`config.mk`:
```
export PLATFORM = sky130hd
export DESIGN_NAME = mem_arbiter_flat
export DESIGN_NICKNAME = d
export VERILOG_FILES = /design/src/rtl/mem_arbiter_if.sv /design/src/rtl/mem_arbiter.sv /design/src/flat_wrapper.sv
export SDC_FILE = /design/constraint.sdc
export NUM_CORES = 1
export LEC_CHECK = 0
export ABC_AREA = 0
export CAP_MARGIN = 10
export CORE_AREA = 5 5 101 103
export CTS_CLUSTER_DIAMETER = 50
export DETAILED_ROUTE_END_ITERATION = 10
export DIE_AREA = 0 0 106 108
export PLACE_DENSITY = 0.73
export SLEW_MARGIN = 20
export SYNTH_ARGS = -nofsm -noshare
export SYNTH_HDL_FRONTEND = slang
export SYNTH_SLANG_ARGS = --single-unit
```
`constraint.sdc`:
```
create_clock -name CLK -period 1.8 [get_ports CLK]
set_input_delay 0.27 -clock CLK [delete_from_list [all_inputs] [get_ports CLK]]
set_output_delay 0.27 -clock CLK [all_outputs]
set_load 0.02 [all_outputs]
```
`src/rtl/mem_arbiter_if.sv`:
```
// mem_arbiter_if: bundles the icache, dcache and RAM sides of the memory
// arbiter into one interface.
//   slave  modport - the arbiter: takes cache requests and RAM status/data,
//                    drives cache stalls/data, RAM strobes and timeout flag.
//   master modport - the environment (caches + RAM model) driving the arbiter.
// ramstate encoding: FREE=0, BUSY=1, ACCESS=2, ERROR=3.
interface mem_arbiter_if #(
    parameter int WORD_W = 32
);
    // icache side
    logic              iREN;
    logic [WORD_W-1:0] iaddr;
    logic              iwait;
    logic [WORD_W-1:0] iload;
    // dcache side
    logic              dREN;
    logic              dWEN;
    logic [WORD_W-1:0] daddr;
    logic [WORD_W-1:0] dstore;
    logic              dwait;
    logic [WORD_W-1:0] dload;
    // RAM side
    logic              ramREN;
    logic              ramWEN;
    logic [WORD_W-1:0] ramaddr;
    logic [WORD_W-1:0] ramstore;
    logic [WORD_W-1:0] ramload;
    logic [1:0]        ramstate;
    // status
    logic              arb_timeout;

    modport slave (
        input  iREN, iaddr, dREN, dWEN, daddr, dstore, ramload, ramstate,
        output iwait, iload, dwait, dload,
        output ramREN, ramWEN, ramaddr, ramstore, arb_timeout
    );

    modport master (
        output iREN, iaddr, dREN, dWEN, daddr, dstore, ramload, ramstate,
        input  iwait, iload, dwait, dload,
        input  ramREN, ramWEN, ramaddr, ramstore, arb_timeout
    );
endinterface

```
`src/rtl/mem_arbiter.sv`:
```
// mem_arbiter: shares one RAM port between an icache (read only) and a
// dcache (read/write). One requester is granted at a time; a grant ends on
// a RAM ACCESS cycle (completion) or when the request is withdrawn, and an
// IDLE cycle always separates two grants. A sticky timeout flag reports a
// grant that has waited TIMEOUT cycles without ACCESS; the grant is kept.
//
// Ports:
//   CLK  - clock, all state updates on rising edge
//   RST  - synchronous active-high reset
//   bus  - mem_arbiter_if.slave (cache requests/stalls/data, RAM
//          strobes/address/data/status, arb_timeout)
//
// Parameters:
//   WORD_W  - address/data width
//   TIMEOUT - granted cycles without ACCESS before arb_timeout sets
//
// Build option:
//   ARB_RR_EN - when defined, simultaneous requests in IDLE go to the
//               requester not served last (1-bit pointer, reset = icache).
//               When undefined, the dcache always wins.
//
// state  | meaning
// IDLE   | no grant, RAM strobes low, arbitrate pending requests
// IGRANT | icache owns the RAM (read)
// DGRANT | dcache owns the RAM (write wins over read)
module mem_arbiter #(
    parameter int WORD_W  = 32,
    parameter int TIMEOUT = 64
) (
    input  logic          CLK,
    input  logic          RST,
    mem_arbiter_if.slave  bus
);
    typedef enum logic [1:0] {IDLE, IGRANT, DGRANT} state_t;

    localparam logic [1:0] RAM_ACCESS = 2'd2;
    localparam int         CNT_W      = $clog2(TIMEOUT + 1);
    localparam logic [CNT_W-1:0] CNT_MAX  = CNT_W'(TIMEOUT);
    localparam logic [CNT_W-1:0] CNT_LAST = CNT_W'(TIMEOUT - 1);

    state_t            state;
    state_t            state_next;
    logic [CNT_W-1:0]  grant_cnt;
    logic              timeout_q;

    logic              access;
    logic              dreq;
    logic              pick_d;

    logic              ram_ren;
    logic              ram_wen;
    logic [WORD_W-1:0] ram_addr;
    logic [WORD_W-1:0] ram_store;
    logic              i_wait;
    logic              d_wait;

    assign access = (bus.ramstate == RAM_ACCESS);
    assign dreq   = bus.dREN | bus.dWEN;

`ifdef ARB_RR_EN
    // last_d: 1 when the dcache had the most recent completion.
    logic last_d;

    always_ff @(posedge CLK) begin
        if (RST) begin
            last_d <= 1'b0;
        end else if (access && state == IGRANT) begin
            last_d <= 1'b0;
        end else if (access && state == DGRANT) begin
            last_d <= 1'b1;
        end
    end

    // On contention, the dcache wins only if the icache was served last.
    assign pick_d = dreq & (~bus.iREN | ~last_d);
`else
    assign pick_d = dreq;
`endif

    always_ff @(posedge CLK) begin
        if (RST) begin
            state <= IDLE;
        end else begin
            state <= state_next;
        end
    end

    always_comb begin
        state_next = state;
        unique case (state)
            IDLE: begin
                if (pick_d) begin
                    state_next = DGRANT;
                end else if (bus.iREN) begin
                    state_next = IGRANT;
                end else begin
                    state_next = IDLE;
                end
            end
            IGRANT: begin
                if (access || !bus.iREN) begin
                    state_next = IDLE;
                end
            end
            DGRANT: begin
                if (access || !dreq) begin
                    state_next = IDLE;
                end
            end
            default: state_next = IDLE;
        endcase
    end

    always_comb begin
        ram_ren   = 1'b0;
        ram_wen   = 1'b0;
        ram_addr  = '0;
        ram_store = '0;
        i_wait    = 1'b1;
        d_wait    = 1'b1;
        unique case (state)
            IGRANT: begin
                ram_ren  = 1'b1;
                ram_addr = bus.iaddr;
                i_wait   = ~access;
            end
            DGRANT: begin
                ram_wen   = bus.dWEN;
                ram_ren   = bus.dREN & ~bus.dWEN;
                ram_addr  = bus.daddr;
                ram_store = bus.dstore;
                d_wait    = ~access;
            end
            default: begin
                ram_ren = 1'b0;
            end
        endcase
    end

    // The counter is cleared while IDLE, so every grant starts from zero.
    // The flag is set on the same edge the counter reaches TIMEOUT.
    always_ff @(posedge CLK) begin
        if (RST) begin
            grant_cnt <= '0;
            timeout_q <= 1'b0;
        end else if (state == IDLE) begin
            grant_cnt <= '0;
        end else if (!access && grant_cnt != CNT_MAX) begin
            grant_cnt <= grant_cnt + 1'b1;
            if (grant_cnt == CNT_LAST) begin
                timeout_q <= 1'b1;
            end
        end
    end

    assign bus.ramREN      = ram_ren;
    assign bus.ramWEN      = ram_wen;
    assign bus.ramaddr     = ram_addr;
    assign bus.ramstore    = ram_store;
    assign bus.iwait       = i_wait;
    assign bus.dwait       = d_wait;
    assign bus.iload       = bus.ramload;
    assign bus.dload       = bus.ramload;
    assign bus.arb_timeout = timeout_q;
endmodule

```
`src/flat_wrapper.sv`:
```
// flat-port wrapper written by rule: the top's interface ports become plain ports
module mem_arbiter_flat 
#(
    parameter int WORD_W  = 32,
    parameter int TIMEOUT = 64
)
  (CLK, RST, bus_iREN, bus_iaddr, bus_dREN, bus_dWEN, bus_daddr, bus_dstore, bus_ramload, bus_ramstate, bus_iwait, bus_iload, bus_dwait, bus_dload, bus_ramREN, bus_ramWEN, bus_ramaddr, bus_ramstore, bus_arb_timeout);
  mem_arbiter_if #(.WORD_W(WORD_W)) bus_i ();
  input  logic CLK;
  input  logic RST;
  input wire logic [$bits(bus_i.iREN)-1:0] bus_iREN;
  input wire logic [$bits(bus_i.iaddr)-1:0] bus_iaddr;
  input wire logic [$bits(bus_i.dREN)-1:0] bus_dREN;
  input wire logic [$bits(bus_i.dWEN)-1:0] bus_dWEN;
  input wire logic [$bits(bus_i.daddr)-1:0] bus_daddr;
  input wire logic [$bits(bus_i.dstore)-1:0] bus_dstore;
  input wire logic [$bits(bus_i.ramload)-1:0] bus_ramload;
  input wire logic [$bits(bus_i.ramstate)-1:0] bus_ramstate;
  output wire logic [$bits(bus_i.iwait)-1:0] bus_iwait;
  output wire logic [$bits(bus_i.iload)-1:0] bus_iload;
  output wire logic [$bits(bus_i.dwait)-1:0] bus_dwait;
  output wire logic [$bits(bus_i.dload)-1:0] bus_dload;
  output wire logic [$bits(bus_i.ramREN)-1:0] bus_ramREN;
  output wire logic [$bits(bus_i.ramWEN)-1:0] bus_ramWEN;
  output wire logic [$bits(bus_i.ramaddr)-1:0] bus_ramaddr;
  output wire logic [$bits(bus_i.ramstore)-1:0] bus_ramstore;
  output wire logic [$bits(bus_i.arb_timeout)-1:0] bus_arb_timeout;
  assign bus_i.iREN = bus_iREN;
  assign bus_i.iaddr = bus_iaddr;
  assign bus_i.dREN = bus_dREN;
  assign bus_i.dWEN = bus_dWEN;
  assign bus_i.daddr = bus_daddr;
  assign bus_i.dstore = bus_dstore;
  assign bus_i.ramload = bus_ramload;
  assign bus_i.ramstate = bus_ramstate;
  assign bus_iwait = bus_i.iwait;
  assign bus_iload = bus_i.iload;
  assign bus_dwait = bus_i.dwait;
  assign bus_dload = bus_i.dload;
  assign bus_ramREN = bus_i.ramREN;
  assign bus_ramWEN = bus_i.ramWEN;
  assign bus_ramaddr = bus_i.ramaddr;
  assign bus_ramstore = bus_i.ramstore;
  assign bus_arb_timeout = bus_i.arb_timeout;
  mem_arbiter #(.WORD_W(WORD_W), .TIMEOUT(TIMEOUT)) u_core (.CLK(CLK), .RST(RST), .bus(bus_i));
endmodule
```
==> results.md <==
- Outcome: finished, violations left
- Failing checks: setup timing
- Clock-pin slew on the worst setup and hold paths: 0.05 ns
- Starting density of the core: 19.7%
- Critical setup path kind: flip-flop to output port
- Synth Area in Compound Gates: between 20% and 30%
- Clock Latency Late Sink: 0.24 ns
- Leakage power: 1.25 nW
- Sequential share of the synthesized area: roughly 11%
- Synth Instances: 247
- First-pass GRT wire length: 11500 microns
- Slew @ Worst Pin: between 0.3 and 0.4 ns
- Vias: a little over 2000
- Slowest cell on crit path: dfxtp_4
- Antenna Nets Post-Route: 0
- Mapped cell area: 0.00179 sq mm
- Hold path cells: 2
- Clock power share: 18.9%
- FFs w/ async S/R, synth: 0%
- Crit-path cells: buf_4 > ha_4 > buf_12 > a22oi_1 > nor2b_4 > buf_6
- Die X: approximately 110 microns
- Post-synth EDFFs: 0
- Cells on worst reg2reg path: 3
- Core ar.: around 0.0091 sq mm
- Core Util, Final: 37.3%
- Average size of a mapped cell: 7.26 sq um
- WP data required: 1.53 ns
- Nets: 498
- Unrepaired setup endpoints after global routing: true
- Bufs on Longest Clock Path: 2
- Setup crit end kind: output port
- CTS tree: built
- F_max: 555 MHz
- Most frequent cells in the layout: 103 x clkdlybuf4s50_1, 33 x and2_1, 32 x clkdlybuf4s15_2
- Fill cells: 930
- Layout cell share with drive strength beyond 1: 29.2%
- Setup TNS: -0.00103 ns
- DIE AREA: 0.0114 sq mm
- Total GRT Usage: around an eighth
- Cell accounting for the most synthesized area: buf_4
- Wire length after detailed routing: about 8000 microns
- Top_reg_cell synth: dfxtp_1
- Critical path peak fanout: 23
- GPL Wtd Cong: 0.754
- Endpoints failing setup: 1
- Ranking of synthesized cells by area: buf_4 27%, a22oi_1 13%, and2_1 12%
- Minimum hold slack: 0.454 ns
- Internal power: 0.973 mW
- FF+latch count, synth: 10
- Buffers on Ports: 171
- Violation count after the first detailed-route iteration: 52
- Final Slew Violations: 0
- Fin cells: 467
- Clock Sinks: 10
- Sw Share: 33.9%
- DR DRC count: 0
- Crit start category: flip-flop
- Min cycle time layout: 1.80 ns
- Post-Syn Nets: 388
- Commonest non-fill, non-tap cell in the layout: clkdlybuf4s50_1
- Post-synthesis mux area share: 2.23%
- Peak supply drop: 654 uV
- Worst hold path type: flip-flop to flip-flop
- Slew margin rel.: 75.5%
- Final Skew: around 0.0046 ns
- Synth unique cells: 29
- DRT Pass-1 Iters: 4
- CP max stage delay: roughly 0.34 ns
- Arr. time, crit path: 1.53 ns
- Placed insts: 461
- Number of global-route vias before repair: 2102
- Switch Pwr: 0.500 mW
- Placement Cell Area: 0.00323 sq mm
- Largest net degree at the start of global routing: 34
- Post-Synth XOR/XNOR Area: 0%
- Final worst slack: -0.00103 ns
- CTS H-tree lvls: 1
- Area Growth Syn to Fin: 89.7%
- Post-Synth Adder-Cell Area: 4.19%
- GRT overflow: 0
- Max cap viols: 0
- Fin. Hold Viols: 0
- Post-DP HPWL: 6370 microns
- Synth top area share: a little over a quarter
- Simple-gate share of the synthesized area: 30.5%
- IO Pins: about 270
- Final worst-path cycle share: 100%
- Finished Cell Area: 0.00340 sq mm
- Share of total power in sequential cells: roughly 16%
- Row count: 35
- Initial antenna violation count: 0
- Logic gate share of total power: 65.1%
- Yosys warns: 0
- Main combinational cell family by area after synthesis: buffers and inverters
- Die height: 108 microns
- Routed WL per cell: 17.0 microns
- Vias per cell: 4.41
- Num CTS Buffers: 3
- PD cells: 433 mW/mm^2
- Diode count: 0
- Root Buffer: clkbuf_8
cell type report:
| class | instances | area, sq um | area share (%) |
|---|---|---|---|
| Clock buffer | 4 | 55.1 | 1.62 |
| Tap cell | 111 | 139 | 4.08 |
| Sequential cell | 10 | 208 | 6.11 |
| Multi-Input combinational cell | 149 | 1140 | 33.7 |
| Timing Repair Buffer | 184 | 1820 | 53.5 |
| Inverter | 9 | 33.8 | 0.993 |
sequential cells by signal, indices dropped and copies added, names as in the netlist:
name / count
u_core.bus.arb_timeout: 1
u_core.grant_cnt: 7
u_core.state: 2
metrics by stage:
stage	setup slack, ns	power [mW]
2_1_floorplan	0.0806	0.824
3_3_place_gp	-0.202	1.12
3_5_place_dp	-0.338	1.13
4_1_cts	-0.0695	1.44
5_1_grt	-0.0402	1.56
6_report	-0.00103	1.47
critical path: cells and delay by family (launching register included):
| kind | cells | cell delay, ns |
|---|---|---|
| flops | 1 | 0.34 |
| compound gates | 1 | 0.28 |
| fa+ha+maj | 1 | 0.17 |
| buf+inv | 3 | 0.43 |
| simple gates | 1 | 0.07 |
power by group through the flow:
| stage | Clock, mW | Combinational (mW) | Sequential [mW] |
|---|---|---|---|
| 5_1_grt | 0.298 | 1.02 | 0.236 |
| 3_3_place_gp | 0 | 0.880 | 0.237 |
| 4_1_cts | 0.283 | 0.926 | 0.235 |
| 3_5_place_dp | 0 | 0.894 | 0.238 |
| 2_1_floorplan | 0 | 0.587 | 0.237 |
| 6_report | 0.279 | 0.959 | 0.235 |
per-layer routing:
layer  part of all wire [%]  routed length, microns  global-route usage, %  vias up
met5                      0                       0                      0        -
li1                       -                       -                      -      996
met3                    8.7                     690                   4.30       26
met4                    2.7                     215                   3.42        0
met2                     54                    4280                   23.3      111
met1                     35                    2770                   12.9      925
logic make-up (layout without fill, tap and decap cells):
family	count (synthesis)	in the layout
buffers and inverters	88	197
adder cells (fa/ha/maj)	6	6
AND/OR/NAND/NOR	91	91
AO/OA/AOI/OAI	48	48
flip-flops	10	10
multiplexers	4	4
synthesized netlist by cell type, drive strengths merged, types with 2 or more instances:
master	number
buf	64
nand4	2
nor2b	33
or4	3
and2	33
clkbuf	15
nand2	11
a21oi	4
o31ai	5
o311ai	2
mux2i	4
dfxtp	10
inv	9
a22oi	32
ha	6
nor2	2
repair_timing:
action,4_1_cts,5_1_grt
pin swaps,0,1
hold buffers,0,0
gates resized for setup,233,52
endpoints found under the hold margin,0,0
buffers inserted,0,1
setup endpoints to repair,68,61
gates cloned,1,0
path summary, 6_finish.rpt:
check	start	endpoint	slack (ns)
setup / recovery	u_core.state[0]	bus_ramaddr[26]	-0.001
hold / removal	u_core.bus.arb_timeout	u_core.bus.arb_timeout	0.45
setup reg to reg	u_core.grant_cnt[3]	u_core.bus.arb_timeout	0.27
hold reg to reg	u_core.bus.arb_timeout	u_core.bus.arb_timeout	0.45
(Power assumes the default switching activity.)
==> edit 1 (config.mk and constraints unchanged) <==
`WORD_W` is set to 32 in 3 places; all go to 24.
--- a/src/rtl/mem_arbiter_if.sv
+++ b/src/rtl/mem_arbiter_if.sv
@@ -5,7 +5,7 @@
 //   master modport - the environment (caches + RAM model) driving the arbiter.
 // ramstate encoding: FREE=0, BUSY=1, ACCESS=2, ERROR=3.
 interface mem_arbiter_if #(
-    parameter int WORD_W = 32
+    parameter int WORD_W = 24
 );
     // icache side
     logic              iREN;
--- a/src/rtl/mem_arbiter.sv
+++ b/src/rtl/mem_arbiter.sv
@@ -24,7 +24,7 @@
 // IGRANT | icache owns the RAM (read)
 // DGRANT | dcache owns the RAM (write wins over read)
 module mem_arbiter #(
-    parameter int WORD_W  = 32,
+    parameter int WORD_W  = 24,
     parameter int TIMEOUT = 64
 ) (
     input  logic          CLK,
--- a/src/flat_wrapper.sv
+++ b/src/flat_wrapper.sv
@@ -1,7 +1,7 @@
 // flat-port wrapper written by rule: the top's interface ports become plain ports
 module mem_arbiter_flat 
 #(
-    parameter int WORD_W  = 32,
+    parameter int WORD_W  = 24,
     parameter int TIMEOUT = 64
 )
   (CLK, RST, bus_iREN, bus_iaddr, bus_dREN, bus_dWEN, bus_daddr, bus_dstore, bus_ramload, bus_ramstate, bus_iwait, bus_iload, bus_dwait, bus_dload, bus_ramREN, bus_ramWEN, bus_ramaddr, bus_ramstore, bus_arb_timeout);
Ports: changed (8 resized); port bits go from 268 to 204. No check against the original RTL was run, so the function may have changed too.
==> edit 1 against the unedited design <==
- area after synthesis shrank 16%
- count of clock-buffer cells in the layout fell by 1
- power decreased by 21%
- register-to-register slack about the same
- clock power shrank 18%
- cell area down 21%
- wire length is 24% lower
- via count shrank 19%
- combinational power fell by 28%
- sequential cell count is the same
- sequential share of layout area up 1.7 points
- setup slack improved by 0.045 ns
- critical endpoint is now bus_ramaddr[11]
- largest power group unchanged
- highest routed layer unchanged
==> edit 1: results (changes against the unedited design) <==
worst slack at placement=-0.201 ns (+0.136 ns); CTS buffer count=3 (unchanged); min-delay worst type=register to register; Pleak=0.996 nW (-20%); Seq/Total Area, Yosys=13.3% (+2.2 points); layout cells sized above 1=22.4% (-6.8 points); antenna cell count=0 (unchanged); slowest stage delay, CP=0.38 ns (+0.04 ns); DRT Pass-1 Iters=4 (unchanged); gp weighted congestion=0.735 (-2.5%); Placed Area=0.00267 mm² (-17%); largest net degree at the start of global routing=24 (-29%); NumNets Final=401 (-19%); clk_lat worst skew=0.23 ns; DPL Wire Length=4890 µm (-23%); Total Routing Usage GR=9.75% (-2.6 points); filler cell count=957 (+2.9%); Mapped Nets=314 (-19%); worst reg-to-reg path cell count=3 (unchanged); Critical path destination=bus_ramaddr[11]; minimum clock period=1.76 ns (-0.0451 ns); Longest Clk Path Bufs=2 (unchanged); initial DRC count=75 (+44%); final wirelength=6050 µm (-24%); ys flop type=dfxtp_1; Worst VDD drop=169 µV (-74%); Syn. warnings=0 (unchanged); Synth cell types=28 (-3.4%); Reg-to-Reg Start=u_core.grant_cnt[3]; Synth top cells by count=48 x buf_4, 25 x and2_1, 25 x nor2b_1; first-pass GRT wire length=9130 µm (-20%); Clock Skew=0.00153 ns (-0.00304 ns); area share of the largest cell type after synthesis=24.0% (-2.8 points); Max transition margin=76.6% (+1.1 points); crit-path max FO=8 (-65%); Vias=1663 (-19%); delay-heaviest family, CP=buffers and inverters; CP arrival=1.49 ns (-0.04 ns); Buffers on Ports=131 (-23%); CP startpoint=u_core.state[1]; Synth area leaders=buf_4 24%, dfxtp_1 13%, a22oi_1 12%, and2_1 10%, nor2b_1 10%; initial antenna violation count=0 (unchanged); Critical R2R Capture=u_core.bus.arb_timeout; hold slack=0.468 ns (+0.0143 ns); Biggest register=u_core.grant_cnt; Final Hold Fails=0 (unchanged); run status=finished clean; number of global-route vias before repair=1797 (-15%); H-tree Lvls=1 (unchanged); Switch Pwr=0.395 mW (-21%)
==> edit 1: changes by cell type in the layout (fill, tap and decap cells not counted), sizes merged <==
cell	unedited run	this run
bufbuf	1	0
nand2	11	12
clkdlybuf4s50	103	79
nor2b	33	25
clkdlybuf4s15	32	23
clkbuf	4	3
nor2	2	3
dlygate4sd2	3	5
and2	33	25
a22oi	32	24
buf	45	35
and3b	1	0
==> edit 1: how the worst min path moves through the flow <==
stage                                      start                     end  depth (start not counted)
after floorplan                              RST  u_core.bus.arb_timeout                          1
after global placement    u_core.bus.arb_timeout  u_core.bus.arb_timeout                          2
after detailed placement  u_core.bus.arb_timeout  u_core.bus.arb_timeout                          2
after CTS                 u_core.bus.arb_timeout  u_core.bus.arb_timeout                          2
after global routing      u_core.bus.arb_timeout  u_core.bus.arb_timeout                          2
final                     u_core.bus.arb_timeout  u_core.bus.arb_timeout                          2
==> edit 1: metal layers <==
layer / track usage, % / part of all wire, % / wire length (µm) / vias up
met3: 3.40 / 11 / 653 / 30
li1: - / - / - / 819
met4: 4.90 / 4.0 / 242 / 0
met2: 15.9 / 45 / 2730 / 102
met5: 0 / 0 / 0 / -
met1: 11.3 / 40 / 2420 / 712
==> edit 1: what timing repair did <==
| item | in CTS | in global routing |
|---|---|---|
| setup buffers | 0 | 0 |
| gates resized for setup | 167 | 13 |
| setup endpoints to repair | 52 | 51 |
| endpoints found under the hold margin | 0 | 0 |
| pin swaps | 0 | 0 |
==> edit 1: through the flow <==
step	power (mW)	std cells	setup TNS (ns)	util [%]
floorplan	0.691	205	0	-
global placement	0.945	398	-5.40	29.3
detailed placement	0.951	398	-6.74	29.3
CTS	1.15	401	-0.177	28.8
global route	1.23	401	-0.00155	29.3
finish	1.16	401	0	29.3
==> edit 1: layout make-up <==
cell class	instances	area (µm²)	share of cell area, %
inverters	9	36.3	1.36
repair buffers	142	1330	49.9
well taps	111	139	5.20
clock buffers	3	41.3	1.55
multi-input cells	126	913	34.2
flip-flops and latches	10	208	7.78
==> edit 1: power by group through the flow <==
stage | Clock, mW | Combinational (mW) | Sequential, mW
after global placement | 0 | 0.706 | 0.238
final | 0.228 | 0.691 | 0.239
after CTS | 0.232 | 0.680 | 0.236
after floorplan | 0 | 0.454 | 0.237
after global routing | 0.243 | 0.745 | 0.240
after detailed placement | 0 | 0.712 | 0.239
==> edit 1: worst register-to-register path, delay by kind of cell (launching register included) <==
kind / cells / cell delay (ns)
DFF: 1 / 0.35
and+or+nand+nor: 1 / 0.58
AOI/OAI and AO/OA: 2 / 0.48
==> edit 1: logic make-up after synthesis <==
logic type | Yosys count | share of synthesized area (%)
buffers and inverters | 69 | 29.3
muxes | 4 | 2.67
and+or+nand+nor | 76 | 29.7
adders and majority gates | 6 | 5.00
DFF | 10 | 13.3
AOI/OAI and AO/OA | 40 | 20.0
==> edit 2 (config.mk and constraints unchanged) <==
Without the edit above. The 3 states of `state_t` get a one-hot encoding in 3 bits.
--- a/src/rtl/mem_arbiter.sv
+++ b/src/rtl/mem_arbiter.sv
@@ -31,7 +31,7 @@
     input  logic          RST,
     mem_arbiter_if.slave  bus
 );
-    typedef enum logic [1:0] {IDLE, IGRANT, DGRANT} state_t;
+    typedef enum logic [2:0] {IDLE = 3'b001, IGRANT = 3'b010, DGRANT = 3'b100} state_t;
 
     localparam logic [1:0] RAM_ACCESS = 2'd2;
     localparam int         CNT_W      = $clog2(TIMEOUT + 1);
Behaviour: same outputs for any inputs over 10 cycles, from zero or initial values and one cycle with RST high; not proved beyond that.
==> edit 2 against the unedited design <==
- cell area shrank 14%
- sequential cell count grew 1
- count of clock-buffer cells in the layout is the same
- wire length shrank 11%
- via count shrank 11%
- combinational power shrank 45%
- clock skew shrank 0.0027 ns
- area after synthesis shrank 9.2%
- global-route usage shrank 1.6 points
- utilization shrank 5.1 points
- power shrank 29%
- setup slack gained 0.077 ns
==> edit 2: results (changes against the unedited design) <==
gp weighted congestion=0.742 (-1.6%); met1 usage=11.5% (-1.5 points); Placed Area=0.00305 mm² (-5.5%); routing usage on met3=3.52% (-0.78 points); WL/cell=16.5 µm (-3.0%); met2 Use GR=20.5% (-2.8 points); Pleak=1.31 nW (+4.8%); Reg2Reg Setup Slack=0.39 ns (+0.12 ns); initial DRC count=39 (-25%); run status=finished clean; XOR/XNOR Fraction of Synth Area=2.69% (+2.7 points); Seq cells post-synth=11 (+1); synthesized area=0.00163 mm² (-9.2%); internal power=0.737 mW (-24%); Seq/Total Area, Yosys=13.5% (+2.4 points); Synth area leaders=buf_4 30%, a22o_1 17%, dfxtp_1 14%, and2_1 13%, buf_6 2.8%; Critical R2R Capture=u_core.grant_cnt[1]; post-synthesis mux area share=0.615% (-1.6 points); Synth cell types=37 (+28%); worst reg-to-reg path cell count=6 (+3); Signal inverters=4 (-5); hold slack=0.470 ns (+0.0165 ns); CP startpoint=u_core.state[0]; Vias=1823 (-11%); Seq group=0.269 mW (+14%); largest net degree at the start of global routing=33 (-2.9%); Max transition margin=76.5% (+1.0 points); Worst VDD drop=482 µV (-26%); Placed Cells=422 (-8.5%); bufs w/o clock=186 (+1.1%); PD cells=355 mW/mm² (-18%); worst slack at placement=-0.146 ns (+0.192 ns); Mapped Nets=340 (-12%); Reg area=223 µm² (+7.2%); Synth top cells by count=65 x buf_4, 33 x and2_1, 32 x a22o_1; clk tree area frac=1.53% (-0.086 points); Clock Skew=0.00185 ns (-0.00273 ns); NumNets Final=457 (-8.2%); crit-path max FO=17 (-26%); number of global-route vias before repair=1908 (-9.2%)
## edit 2: cell count changes after synthesis, sizes merged, moves of 7 or more
cell    unedited run  this run
buf               64        72
a22o               0        32
clkbuf            15         2
nor2               2         9
nor2b             33         1
a22oi             32         0
## edit 2: logic make-up after synthesis
kind of cell,Yosys count
adders and majority gates,2
xor gates and xnor gates,5
muxes,1
AOI/OAI and AO/OA,42
and+or+nand+nor,64
buffers and inverters,78
DFF,11
## edit 2: timing repair
item                                    4_1_cts  5_1_grt
gates cloned                                  1        1
hold buffers                                  0        0
setup buffers                                 2        1
endpoints found under the setup margin       68       55
resized for setup                           242       36
pin swaps                                     2        1
## edit 2: metal layers
layer	up-vias	share of wire, %
met5	-	0
met4	0	1.2
met3	12	11
met2	141	51
met1	806	37
li1	864	-
## edit 2: worst reg2reg max path: cells and delay by family, from the launching register on
kind,cells,cell delay (ns)
DFF,1,0.38
and+or+nand+nor,2,0.26
muxes,1,0.21
AOI/OAI and AO/OA,1,0.20
adders and majority gates,1,0.18
buffers and inverters,1,0.06
